[config.mk]
export PLATFORM = sky130hd
export DESIGN_NAME = pattern_seq_gen
export DESIGN_NICKNAME = d
export VERILOG_FILES = /design/src/rtl/pattern_seq_gen.sv
export SDC_FILE = /design/constraint.sdc
export NUM_CORES = 1
export LEC_CHECK = 0
export CAP_MARGIN = 10
export CORE_MARGIN = 5
export CORE_UTILIZATION = 40
export DETAILED_ROUTE_END_ITERATION = 12
export PLACE_DENSITY_LB_ADDON = 0.08
export REMOVE_ABC_BUFFERS = 1
export SLEW_MARGIN = 40
export SYNTH_ARGS = -nofsm -noshare
export SYNTH_HDL_FRONTEND = slang
export SYNTH_SLANG_ARGS = --single-unit
export TNS_END_PERCENT = 1
[constraint.sdc]
create_clock -name clk -period 5.85 [get_ports clk]
set_input_delay 1.17 -clock clk [delete_from_list [all_inputs] [get_ports clk]]
set_output_delay 1.17 -clock clk [all_outputs]
set_load 0.02 [all_outputs]
[src/rtl/pattern_seq_gen.sv]
// WIDTH-bit pattern sequencer: rotate, shift-reload, ping-pong and count modes, advanced by step pulses or a run-mode tick.
// Optional wrap event counter output wrap_cnt is enabled by defining PATTERN_SEQ_WRAP_CNT_EN.
module pattern_seq_gen #(
  parameter int WIDTH = 4,
  parameter int DIV   = 10000
) (
  input  logic             clk,
  input  logic             rst,
  input  logic             load,
  input  logic             step,
  input  logic             run,
  input  logic             dir,
  input  logic [1:0]       mode,
  input  logic [WIDTH-1:0] data,
  output logic [WIDTH-1:0] seq,
`ifdef PATTERN_SEQ_WRAP_CNT_EN
  output logic [15:0]      wrap_cnt,
`endif
  output logic             wrap
);

  localparam int CNT_W = (DIV > 1) ? $clog2(DIV) : 1;
  localparam logic [CNT_W-1:0] CNT_MAX = CNT_W'(DIV - 1);

  typedef enum logic [1:0] {
    MODE_ROTATE   = 2'b00,
    MODE_SHIFT    = 2'b01,
    MODE_PINGPONG = 2'b10,
    MODE_COUNT    = 2'b11
  } mode_e;

  mode_e            mode_sel;
  logic [CNT_W-1:0] tick_cnt;
  logic             tick;
  logic             adv;
  logic             pp_dir;
  logic [WIDTH-1:0] rot_left;
  logic [WIDTH-1:0] rot_right;
  logic [WIDTH-1:0] shifted;
  logic [WIDTH-1:0] nxt_seq;
  logic             nxt_pp;
  logic             nxt_wrap;
  logic             flip;
  logic             rot_dir;

  assign mode_sel  = mode_e'(mode);
  assign tick      = run && (tick_cnt == CNT_MAX);
  assign adv       = step || tick;
  assign rot_left  = {seq[WIDTH-2:0], seq[WIDTH-1]};
  assign rot_right = {seq[0], seq[WIDTH-1:1]};

  // Prescaler is held at zero while stopped so the first tick lands DIV cycles after run rises.
  always_ff @(posedge clk or posedge rst) begin
    if (rst) begin
      tick_cnt <= '0;
    end else if (!run || tick_cnt == CNT_MAX) begin
      tick_cnt <= '0;
    end else begin
      tick_cnt <= tick_cnt + CNT_W'(1);
    end
  end

  always_comb begin
    nxt_seq  = seq;
    nxt_pp   = pp_dir;
    nxt_wrap = 1'b0;
    shifted  = '0;
    flip     = 1'b0;
    rot_dir  = pp_dir;
    case (mode_sel)
      MODE_ROTATE: begin
        if (dir) begin
          nxt_seq  = rot_left;
          nxt_wrap = seq[WIDTH-1];
        end else begin
          nxt_seq  = rot_right;
          nxt_wrap = seq[0];
        end
      end
      MODE_SHIFT: begin
        shifted = dir ? {seq[WIDTH-2:0], 1'b0} : {1'b0, seq[WIDTH-1:1]};
        if (shifted == '0) begin
          nxt_seq  = data;
          nxt_wrap = 1'b1;
        end else begin
          nxt_seq = shifted;
        end
      end
      MODE_PINGPONG: begin
        // Reverse before moving when the leading end bit is already set.
        if (seq != '0) begin
          flip     = pp_dir ? seq[WIDTH-1] : seq[0];
          rot_dir  = pp_dir ^ flip;
          nxt_pp   = rot_dir;
          nxt_wrap = flip;
          nxt_seq  = rot_dir ? rot_left : rot_right;
        end
      end
      MODE_COUNT: begin
        if (dir) begin
          nxt_seq  = seq + WIDTH'(1);
          nxt_wrap = &seq;
        end else begin
          nxt_seq  = seq - WIDTH'(1);
          nxt_wrap = (seq == '0);
        end
      end
      default: begin
      end
    endcase
  end

  always_ff @(posedge clk or posedge rst) begin
    if (rst) begin
      seq    <= WIDTH'(1);
      pp_dir <= 1'b1;
      wrap   <= 1'b0;
    end else if (load) begin
      seq    <= data;
      pp_dir <= dir;
      wrap   <= 1'b0;
    end else if (adv) begin
      seq    <= nxt_seq;
      pp_dir <= nxt_pp;
      wrap   <= nxt_wrap;
    end else begin
      wrap   <= 1'b0;
    end
  end

`ifdef PATTERN_SEQ_WRAP_CNT_EN
  always_ff @(posedge clk or posedge rst) begin
    if (rst) begin
      wrap_cnt <= '0;
    end else if (load) begin
      wrap_cnt <= '0;
    end else if (adv && nxt_wrap && wrap_cnt != 16'hFFFF) begin
      wrap_cnt <= wrap_cnt + 16'd1;
    end
  end
`endif

endmodule

[Word-level counts from Yosys, hierarchy flattened]
Index checks and enable logic that the tools add are counted.
Operators by class
  multiplexer cells: 22
  equality and inequality tests: 5
  add/sub/neg operators: 3
  bitwise logic cells: 1
  reductions and logical operators: 14
Operators by type and width (number)
  $mux W4: 8
  $pmux W4 S4: 1
  $add A14 B1 Y14 const B: 1
  $eq A14 B14 Y1 const B: 1
  $mux W14: 1
  $mux W1: 11
  $logic_not A4 Y1: 2
  $reduce_bool A2 Y1: 3
  $add A4 B1 Y4 const B: 1
  $eq A2 B2 Y1 const B: 2
  $pmux W1 S4: 1
  $reduce_and A4 Y1: 1
  $reduce_bool A4 Y1: 1
  $sub A4 B1 Y4 const B: 1
  $ne A3 B3 Y1 const B: 1
  $reduce_and A3 Y1: 1
  $eq A2 B1 Y1 const B: 1
  $logic_not A2 Y1: 1
  $logic_or A1 B1 Y1: 2
  $reduce_and A2 Y1: 1
  $logic_and A1 B1 Y1: 1
  $logic_not A1 Y1: 1
  $xor A1 B1 Y1: 1
Word-level totals
  bits of input ports: 12
  word-level logic and storage cells: 49
  register bits after elaboration: 20
  output and inout bits: 5

[Logic depth before layout (Yosys ltp)]
Gate-level depths: netlist of run 1.
  depth in word-level cells: 7
  gate-level depth with buffers: 8
  mapped depth without buffers: 7

[Least setup slack after synthesis of run 1]
Ideal clock, no wire load.
  kind: input-to-reg
  start point: input dir
  end point: register seq[3]
  required time: 5718 ps
  arrival time: 2408 ps
  path buffers: 1
  path slack: 3311 ps
  library setup time: 132 ps
  cell stages on the path: 8
  cells stage by stage: buf_4 inv_1 ha_1 a21o_1 a21oi_1 xnor2_1 a221oi_1 o21ai_0
On the way
  cells in the longest elaborated chain, start to end: 6
  elaborated cells on any way between the ends: 8
  classes of those cells: mux (7); reduce/logical (1)
Ends and longest elaborated chain
  start, declared: line 12  | input logic dir,
  $mux W4: line 81  | shifted = dir ? {seq[WIDTH-2:0], 1'b0} : {1'b0, seq[WIDTH-1:1]};
  $logic_not A4 Y1: line 82  | if (shifted == '0) begin
  $mux W4: line 82
  $pmux W4 S4 (*): line 70  | case (mode_sel)
  $mux W4 (*): line 122  | end else if (adv) begin
  $mux W4 (*): line 118  | end else if (load) begin
  end signal, assigned: line 119  | seq <= data;
  end signal, assigned: line 123  | seq <= nxt_seq;
  end, declared: line 15  | output logic [WIDTH-1:0] seq,
Mark *: on every way between the ends. The rest lies on a longest branch, timed or not. The select of a mux whose other input is x is not followed.
A chain may end at the register's enable or synchronous reset.

[Worst setup path in the final report of run 1]
Ends and elaborated chain as after synthesis.

==> results of run 1 <==
-- Yosys cell counts (5+ instances only) --
cell / count / area share [%]
xnor2_1: 7 / 4.2
a21oi_1: 11 / 3.7
dfrtp_1: 18 / 31
nor3_1: 6 / 2.0
inv_1: 12 / 3.1
nand2_1: 11 / 2.8
xor2_1: 8 / 4.7
and3_1: 5 / 2.1
nand3_1: 6 / 2.0
o21ai_0: 5 / 1.7
nor2_1: 20 / 5.1
-- sequential cells by signal, summed over array words and instances (netlist names) --
register,count
tick_cnt,14
pp_dir,1
seq,4
wrap,1
-- final timing paths --
kind	from	cells after the start	end
min reg2reg	tick_cnt[0]$_DFF_PP0_	1	tick_cnt[0]$_DFF_PP0_
max reg2reg	seq[0]$_DFFE_PP1P_	7	seq[2]$_DFFE_PP0P_
max	dir	8	seq[3]$_DFFE_PP0P_
min in group asynchronous	rst	2	tick_cnt[10]$_DFF_PP0_
max in group asynchronous	rst	2	pp_dir$_DFFE_PP1P_
min	tick_cnt[0]$_DFF_PP0_	1	tick_cnt[0]$_DFF_PP0_
-- cell families after synthesis --
group / share of synthesized area (%)
and+or+nand+nor: 25.51
muxes: 3.644
adders and majority gates: 4.746
xor gates and xnor gates: 8.899
AOI/OAI and AO/OA: 17.63
buffers and inverters: 5.508
DFF: 34.07
-- through the flow --
stage	setup slack (ns)	total power (W)
after floorplan	3.459	0.0002284
after global placement	2.540	0.0002676
after detailed placement	2.488	0.0002675
after CTS	2.789	0.0004117
after global routing	2.591	0.0004296
final	2.778	0.0004090
-- report_power, final --
group          total [W]  leakage (nW)  switching (W)  internal [W]
clock           0.000142        0.0357      0.0000510     0.0000914
combinational   0.000100         0.428      0.0000512     0.0000489
sequential      0.000166         0.263      0.0000198      0.000147
total           0.000409         0.727       0.000122      0.000287
-- area by class of cell --
| class | instances | area share, % |
|---|---|---|
| multi-input cells | 129 | 51.52 |
| flip-flops and latches | 20 | 29.05 |
| repair buffers | 16 | 9.249 |
| well taps | 48 | 3.468 |
| inverters | 12 | 2.601 |
| clock buffers | 3 | 2.384 |
| clock inverters | 1 | 1.734 |
-- routing by layer --
metal	track usage (%)	vias to the layer above	share of wire (%)
met5	0	-	0
met4	4.593	0	1.1
met3	3.267	6	5.1
met2	20.80	39	43
met1	21.42	590	51
li1	-	620	-
==> flow_metrics.tcl, run 1 <==
set metrics [dict create \
    hold_viol 0 \
    finalSetupViolations 0 \
    max_stage_delay_ns 0.75 \
    via_per_inst 5.480 \
    synthFlopType "dfrtp_1" \
    fin_crit_ns 3.072 \
    cts_root_buf "clkbuf_8" \
    worst-path-buf-inv 2 \
    p_leak_nw 0.7267 \
    cp_slowest_cell "clkdlybuf4s50_1" \
    r2r_setup_slack_ns 3.72 \
    drt_wl_total_microns 3440 \
    finalWeightedCongestion 0.8737 \
    fillerInstances 356 \
    pin_count 17 \
    core_sq_mm 0.003606 \
    placed_area_sq_mm 0.001660 \
    arrival_ns 3.22 \
    ys_seq_area_share_pct 34.07 \
    maxSlewHeadroom_pct 65.73 \
    ir_drop_mv 0.1246 \
    avgSynthCellArea_sq_um 8.788 \
    die_h_microns 70.76 \
    syn_area_sq_mm 0.001476 \
    maxCapViolCount 0 \
    diodes 0 \
    grtUsageTotal_pct 14.48 \
    ys_ff_latch 20 \
    synth_async_sr_flop_share_pct 100.0 \
    antenna_found_initial 0 \
    std_cell_rows 22 \
    postRouteAntennaNets 0 \
    fin_util_pct 48.02 \
    drive_gt1_share_pct 11.60 \
    cts-resized-gates 0 \
    end_kind "flip-flop" \
    drc_errors 0 \
    cts_sinks 20 \
    p_per_area_mw_per_mm2 236.2 \
    finalInstanceArea_sq_mm 0.001732 \
    dp_hpwl_microns 2502 \
    start_util_pct 40.94 \
    seqCellArea_sq_um 503.0 \
    grt_pass1_wl_microns 5968 \
    io_buffers 16 \
    tightest_slew_ns 0.5141 \
    mostFrequentLayoutCells "nor2_1 (20), dfrtp_1 (18), clkdlybuf4s50_1 (16)" \
    wire_per_inst_microns 15.02 \
    required_ns 6.00 \
    grt_overflow 0 \
    startpoint_type "input pin" \
    cts.clk_slew.worst_paths_ns 0.08 \
    ys_types 47 \
    hp-class "flip-flop to flip-flop" \
    syn-instance-count 168 \
    grt_pass1_vias 1258 \
    routed-via-count 1255 \
    cts_tree "done" \
    critPathKind "input pin to flip-flop" \
    cts_made_buffers 3 \
    hold_buffers 0 \
    status "complete, no violations" \
    fin_nets 199 \
    yosysWarnings 0 \
    clock.fmax_ghz 0.3255 \
    setup_tns_ns 0 \
    multi_input_area_sq_um 892.1 \
    fin_crit_sh_pct 52.52 \
    final_cells 229 \
    slew_violations 0 \
    grt_max_degree 21 \
    die_w_microns 70.76 \
    synth_edf_count 0 \
    layout_commonest_cell "nor2_1" \
    cts_setup_buffers 0 \
    cp_top_family "buffers and inverters" \
    crit_chain "clkdlybuf4s50_1 > inv_1 > ha_1 > a21o_1 > a21oi_1 > xnor2_1 > a221oi_1 > o21ai_0" \
    rsz0062_at_grt "no" \
    h-tree-depth 1 \
    fin_worst_skew_ns 0.002392 \
    cts.path.max_buffers 2 \
    first_iter_violations 107 \
    holdWs_ns 0.5028 \
    area_growth_syn_to_layout_pct 17.29 \
    cp_max_fo 10 \
    dieArea_sq_mm 0.005006 \
    insertion_delay_ns 0.26 \
    placedCellCount 225 \
    dr.pass1.iters 4 \
]
(Power assumes the default switching activity.)
==> inputs of run 2 (changes only) <==
==> constraint.sdc (replaced) <==
create_clock -name clk -period 2.57 [get_ports clk]
set_input_delay 0.514 -clock clk [delete_from_list [all_inputs] [get_ports clk]]
set_output_delay 0.514 -clock clk [all_outputs]
set_load 0.02 [all_outputs]
==> run 2 against run 1 <==
  * Die area did not move
  * Sequential power up 130%
  * Combinational power is 140% higher
  * Largest cell class unchanged
  * Clock skew up 0.0020 ns
  * Critical path type unchanged
  * Critical endpoint is now seq[2]$_DFFE_PP0P_
==> flow_metrics.tcl, run 2 (synthesized netlist as in run 1, its figures left out) <==
set metrics [dict create \
    cts_root_buf "clkbuf_8" \
    fin_crit_sh_pct 84.57 \
    cts.clk_slew.worst_paths_ns 0.07 \
    grt_pass1_wl_microns 6168 \
    regMostFlops "tick_cnt" \
    hold_viol 0 \
    reg_top3 "tick_cnt: 14 flops, seq: 4 flops" \
    grt_pass1_vias 1299 \
    status "complete, no violations" \
    clock.fmax_ghz 0.4601 \
    cp_slowest_cell "clkdlybuf4s50_1" \
    dp_slack_ns 0.1338 \
    startpoint_type "input pin" \
    r2r_end "seq[2]$_DFFE_PP0P_" \
    worst-path-buf-inv 2 \
    start_util_pct 40.94 \
    drive_gt1_share_pct 13.98 \
    critPathKind "input pin to flip-flop" \
    cp_top_family "buffers and inverters" \
    cp_max_fo 6 \
    dp_hpwl_microns 2596 \
    first_iter_violations 113 \
    ir_drop_mv 0.4922 \
    p_per_area_mw_per_mm2 484.8 \
    dr.pass1.iters 4 \
    setup_tns_ns 0 \
    rr_startpoint "seq[0]$_DFFE_PP1P_" \
    maxCapViolCount 0 \
    grtUsageTotal_pct 14.78 \
    rsz0062_at_grt "no" \
    pin_count 17 \
    p_leak_nw 0.7437 \
    insertion_delay_ns 0.25 \
    via_per_inst 5.500 \
    arrival_ns 2.31 \
    grt_max_degree 21 \
    antenna_found_initial 0 \
    slew_violations 0 \
    diodes 0 \
    cts_made_buffers 3 \
    cts_sinks 20 \
    max_stage_delay_ns 0.44 \
    grt_overflow 0 \
    io_buffers 16 \
    die_w_microns 70.76 \
    core_sq_mm 0.003606 \
    hold_end "tick_cnt[0]$_DFF_PP0_" \
    drc_errors 0 \
    cts.path.max_buffers 2 \
    r2r_setup_slack_ns 0.48 \
    finalWeightedCongestion 0.8014 \
    area_growth_syn_to_layout_pct 18.73 \
    holdWs_ns 0.4956 \
    maxSlewHeadroom_pct 66.21 \
    setup_ws_ns 0.3965 \
    dieArea_sq_mm 0.005006 \
    fin_nets 204 \
    fillerInstances 352 \
    hp-class "flip-flop to flip-flop" \
    hold_buffers 0 \
    crit_path_frequent_cell "o22ai_1" \
    crit_chain "clkdlybuf4s50_1 > buf_4 > fa_1 > xor2_1 > o22ai_1 > a31oi_1 > o22ai_1 > mux2_2" \
    end_kind "flip-flop" \
    wire_per_inst_microns 14.74 \
    drt_wl_total_microns 3450 \
    tightest_slew_ns 0.4940 \
    finalSetupViolations 0 \
    layout_commonest_cell "nor2_1" \
    final_cells 234 \
    fin_crit_ns 2.173 \
    placedCellCount 230 \
    required_ns 2.71 \
    die_h_microns 70.76 \
    cts_tree "done" \
    postRouteAntennaNets 0 \
    std_cell_rows 22 \
    h-tree-depth 1 \
    routed-via-count 1287 \
    cts_setup_buffers 0 \
    hold_depth 1 \
    fin_worst_skew_ns 0.004356 \
    cts-resized-gates 0 \
    reg2reg_depth 7 \
    fin_util_pct 48.61 \
    largest_reg_flops 14 \
    mostFrequentLayoutCells "nor2_1 (20), dfrtp_1 (18), clkdlybuf4s50_1 (16)" \
    min-delay-start "tick_cnt[0]$_DFF_PP0_" \
]
[run 2: per-stage QoR]
stage	total power [W]	instance area, sq um
floorplan	0.0005198	1440
global placement	0.0006159	1698
detailed placement	0.0006174	1698
CTS	0.0008591	1753
global route	0.0009120	1753
finish	0.0008499	1753
[run 2: cell type report]
class	instances	area, sq um	share of cell area, %
Multi-Input combinational cell	129	892.1	50.89
Clock buffer	4	55.05	3.141
Inverter	12	45.04	2.570
Tap cell	48	60.06	3.426
Sequential cell	20	503.0	28.69
Timing Repair Buffer	21	197.7	11.28
[run 2: worst max-delay path by stage]
stage / startpoint / end / slack (ns) / depth (start not counted)
after floorplan: seq[0]$_DFFE_PP1P_ / seq[2]$_DFFE_PP0P_ / 0.59 / 7
after global placement: dir / seq[2]$_DFFE_PP0P_ / 0.16 / 8
after detailed placement: dir / seq[2]$_DFFE_PP0P_ / 0.13 / 8
after CTS: dir / seq[2]$_DFFE_PP0P_ / 0.40 / 8
after global routing: dir / seq[2]$_DFFE_PP0P_ / 0.30 / 8
final: dir / seq[2]$_DFFE_PP0P_ / 0.40 / 8
[run 2: metal layers]
metal | track usage (%) | vias to the layer above | part of all wire (%)
li1 | - | 625 | -
met1 | 21.35 | 610 | 49
met5 | 0 | - | 0
met4 | 3.132 | 0 | 0.93
met3 | 3.267 | 8 | 6.2
met2 | 22.66 | 44 | 44
[run 2: report_power, final]
group	total [W]	leakage (nW)	internal [W]	switching (W)
Clock	0.000236	0.0288	0.000136	0.000100
Sequential	0.000375	0.263	0.000334	0.0000404
Combinational	0.000239	0.452	0.000117	0.000122
Total	0.000850	0.744	0.000587	0.000263
==> inputs of run 3 (changes only) <==
==> constraint.sdc (replaced) <==
create_clock -name clk -period 2.26 [get_ports clk]
set_input_delay 0.452 -clock clk [delete_from_list [all_inputs] [get_ports clk]]
set_output_delay 0.452 -clock clk [all_outputs]
set_load 0.02 [all_outputs]
==> run 3 against run 2 <==
  * Combinational power rose by 30%
  * Cell count rose by 3.4%
  * Core utilization rose by 1.6 points
  * First-iteration DRC count fell by 33%
  * Cell area rose by 3.2%
  * Clock power fell by 5%
  * Die area did not move
  * Flip-flop and latch count did not move
  * Largest power group unchanged
==> flow_metrics.tcl, run 3 (synthesized netlist as in run 1, its figures left out) <==
set metrics [dict create \
    status "complete, no violations" \
    maxSlewHeadroom_pct 72.91 \
    dieArea_sq_mm 0.005006 \
    dp_slack_ns -0.1557 \
    min-delay-start "tick_cnt[0]$_DFF_PP0_" \
    dr.pass1.iters 4 \
    slew_violations 0 \
    fin_util_pct 50.17 \
    postRouteAntennaNets 0 \
    crit_path_start "seq[0]$_DFFE_PP1P_" \
    core_sq_mm 0.003606 \
    wl_met3_microns 183 \
    io_buffers 16 \
    cts.path.max_buffers 2 \
    cts_made_buffers 3 \
    placed_area_sq_mm 0.001765 \
    setup_ws_ns 0.1642 \
    critPathKind "flip-flop to output port" \
    wl_met2_microns 1706 \
    drc_errors 0 \
    fin_crit_sh_pct 92.73 \
    mostFrequentLayoutCells "nor2_1 (20), dfrtp_1 (18), clkdlybuf4s50_1 (15), buf_4 (14), inv_1 (12)" \
    antenna_found_initial 0 \
    top_layer "met4" \
    rr_startpoint "seq[1]$_DFFE_PP0P_" \
    cts_tree "done" \
    startpoint_type "flip-flop" \
    std_cell_rows 22 \
    end_kind "output port" \
    h-tree-depth 1 \
    ir_drop_mv 0.3404 \
    regMostFlops "tick_cnt" \
    fillerInstances 344 \
    grtUsageTotal_pct 15.87 \
    fin_nets 213 \
    p_leak_nw 0.7896 \
    clock.fmax_ghz 0.4771 \
    insertion_delay_ns 0.25 \
    cp_max_fo 16 \
    p_total_w 0.0009510 \
    fin_worst_skew_ns 0.001036 \
    maxCapViolCount 0 \
    die_w_microns 70.76 \
    die_h_microns 70.76 \
    cts_sinks 20 \
    wl_met1_microns 1824 \
    grt_pass1_vias 1400 \
    p_per_area_mw_per_mm2 525.7 \
    grt_overflow 0 \
    finalSetupViolations 0 \
    drive_gt1_share_pct 17.01 \
    rsz0062_at_grt "no" \
    reg_top3 "tick_cnt: 14 flops, seq: 4 flops" \
    hold_buffers 0 \
    largest_reg_flops 14 \
    cts_setup_buffers 0 \
    cts_root_buf "clkbuf_8" \
    grt_max_degree 21 \
    seqCellArea_sq_um 503.0 \
    fin_crit_ns 2.096 \
    finalWeightedCongestion 0.8246 \
    pin_count 17 \
    drt_wl_total_microns 3746 \
    hp-class "flip-flop to flip-flop" \
    dp_hpwl_microns 2843 \
    hold_viol 0 \
    layout_commonest_cell "nor2_1" \
    tightest_slew_ns 0.4033 \
    wire_per_inst_microns 15.48 \
    multi_input_area_sq_um 892.1 \
    diodes 0 \
    finalInstanceArea_sq_mm 0.001809 \
    start_util_pct 40.94 \
    grt_pass1_wl_microns 6534 \
    required_ns 1.81 \
    cts-resized-gates 0 \
    first_iter_violations 76 \
    cts.clk_slew.worst_paths_ns 0.07 \
    arrival_ns 1.64 \
    area_growth_syn_to_layout_pct 22.54 \
    via_per_inst 5.529 \
    routed-via-count 1338 \
]
-- run 3: metal layers --
metal / vias up / GRT usage, %
met1: 644 / 23.18
met3: 6 / 3.551
met2: 42 / 23.38
met4: 0 / 4.593
li1: 646 / -
met5: - / 0
-- run 3: power by group --
part	leakage [nW]	internal [W]	switching, W
Clock	0.0216	0.000118	0.000106
Sequential	0.263	0.000380	0.0000375
Combinational	0.505	0.000150	0.000160
-- run 3: through the flow --
stage,TNS [ns],instances,hold slack (ns)
after floorplan,0,161,0.4143
after global placement,-0.2228,239,0.4856
after detailed placement,-0.4312,239,0.4883
after CTS,0,242,0.4981
after global routing,0,242,0.5180
final,0,242,0.5034
-- run 3: final timing paths --
kind / end / slack (ns) / cells past startpoint
max reg2reg: seq[2]$_DFFE_PP0P_ / 0.31 / 7
min in group asynchronous: tick_cnt[9]$_DFF_PP0_ / 0.52 / 3
min reg2reg: tick_cnt[0]$_DFF_PP0_ / 0.50 / 1
min: tick_cnt[0]$_DFF_PP0_ / 0.50 / 1
max: seq[0] / 0.16 / 2
max in group asynchronous: pp_dir$_DFFE_PP1P_ / 1.47 / 3
-- run 3: cell type report --
cell class              instances  area share, %
clock buffers                   3          2.282
flip-flops and latches         20          27.80
repair buffers                 30          14.80
multi-input cells             129          49.31
well taps                      48          3.319
inverters                      12          2.490
-- run 3: critical path, cell delays in order (launching register included) --
cell and delay, ns:
dfstp_2 0.54, buf_4 0.21, clkdlybuf4s50_1 0.65
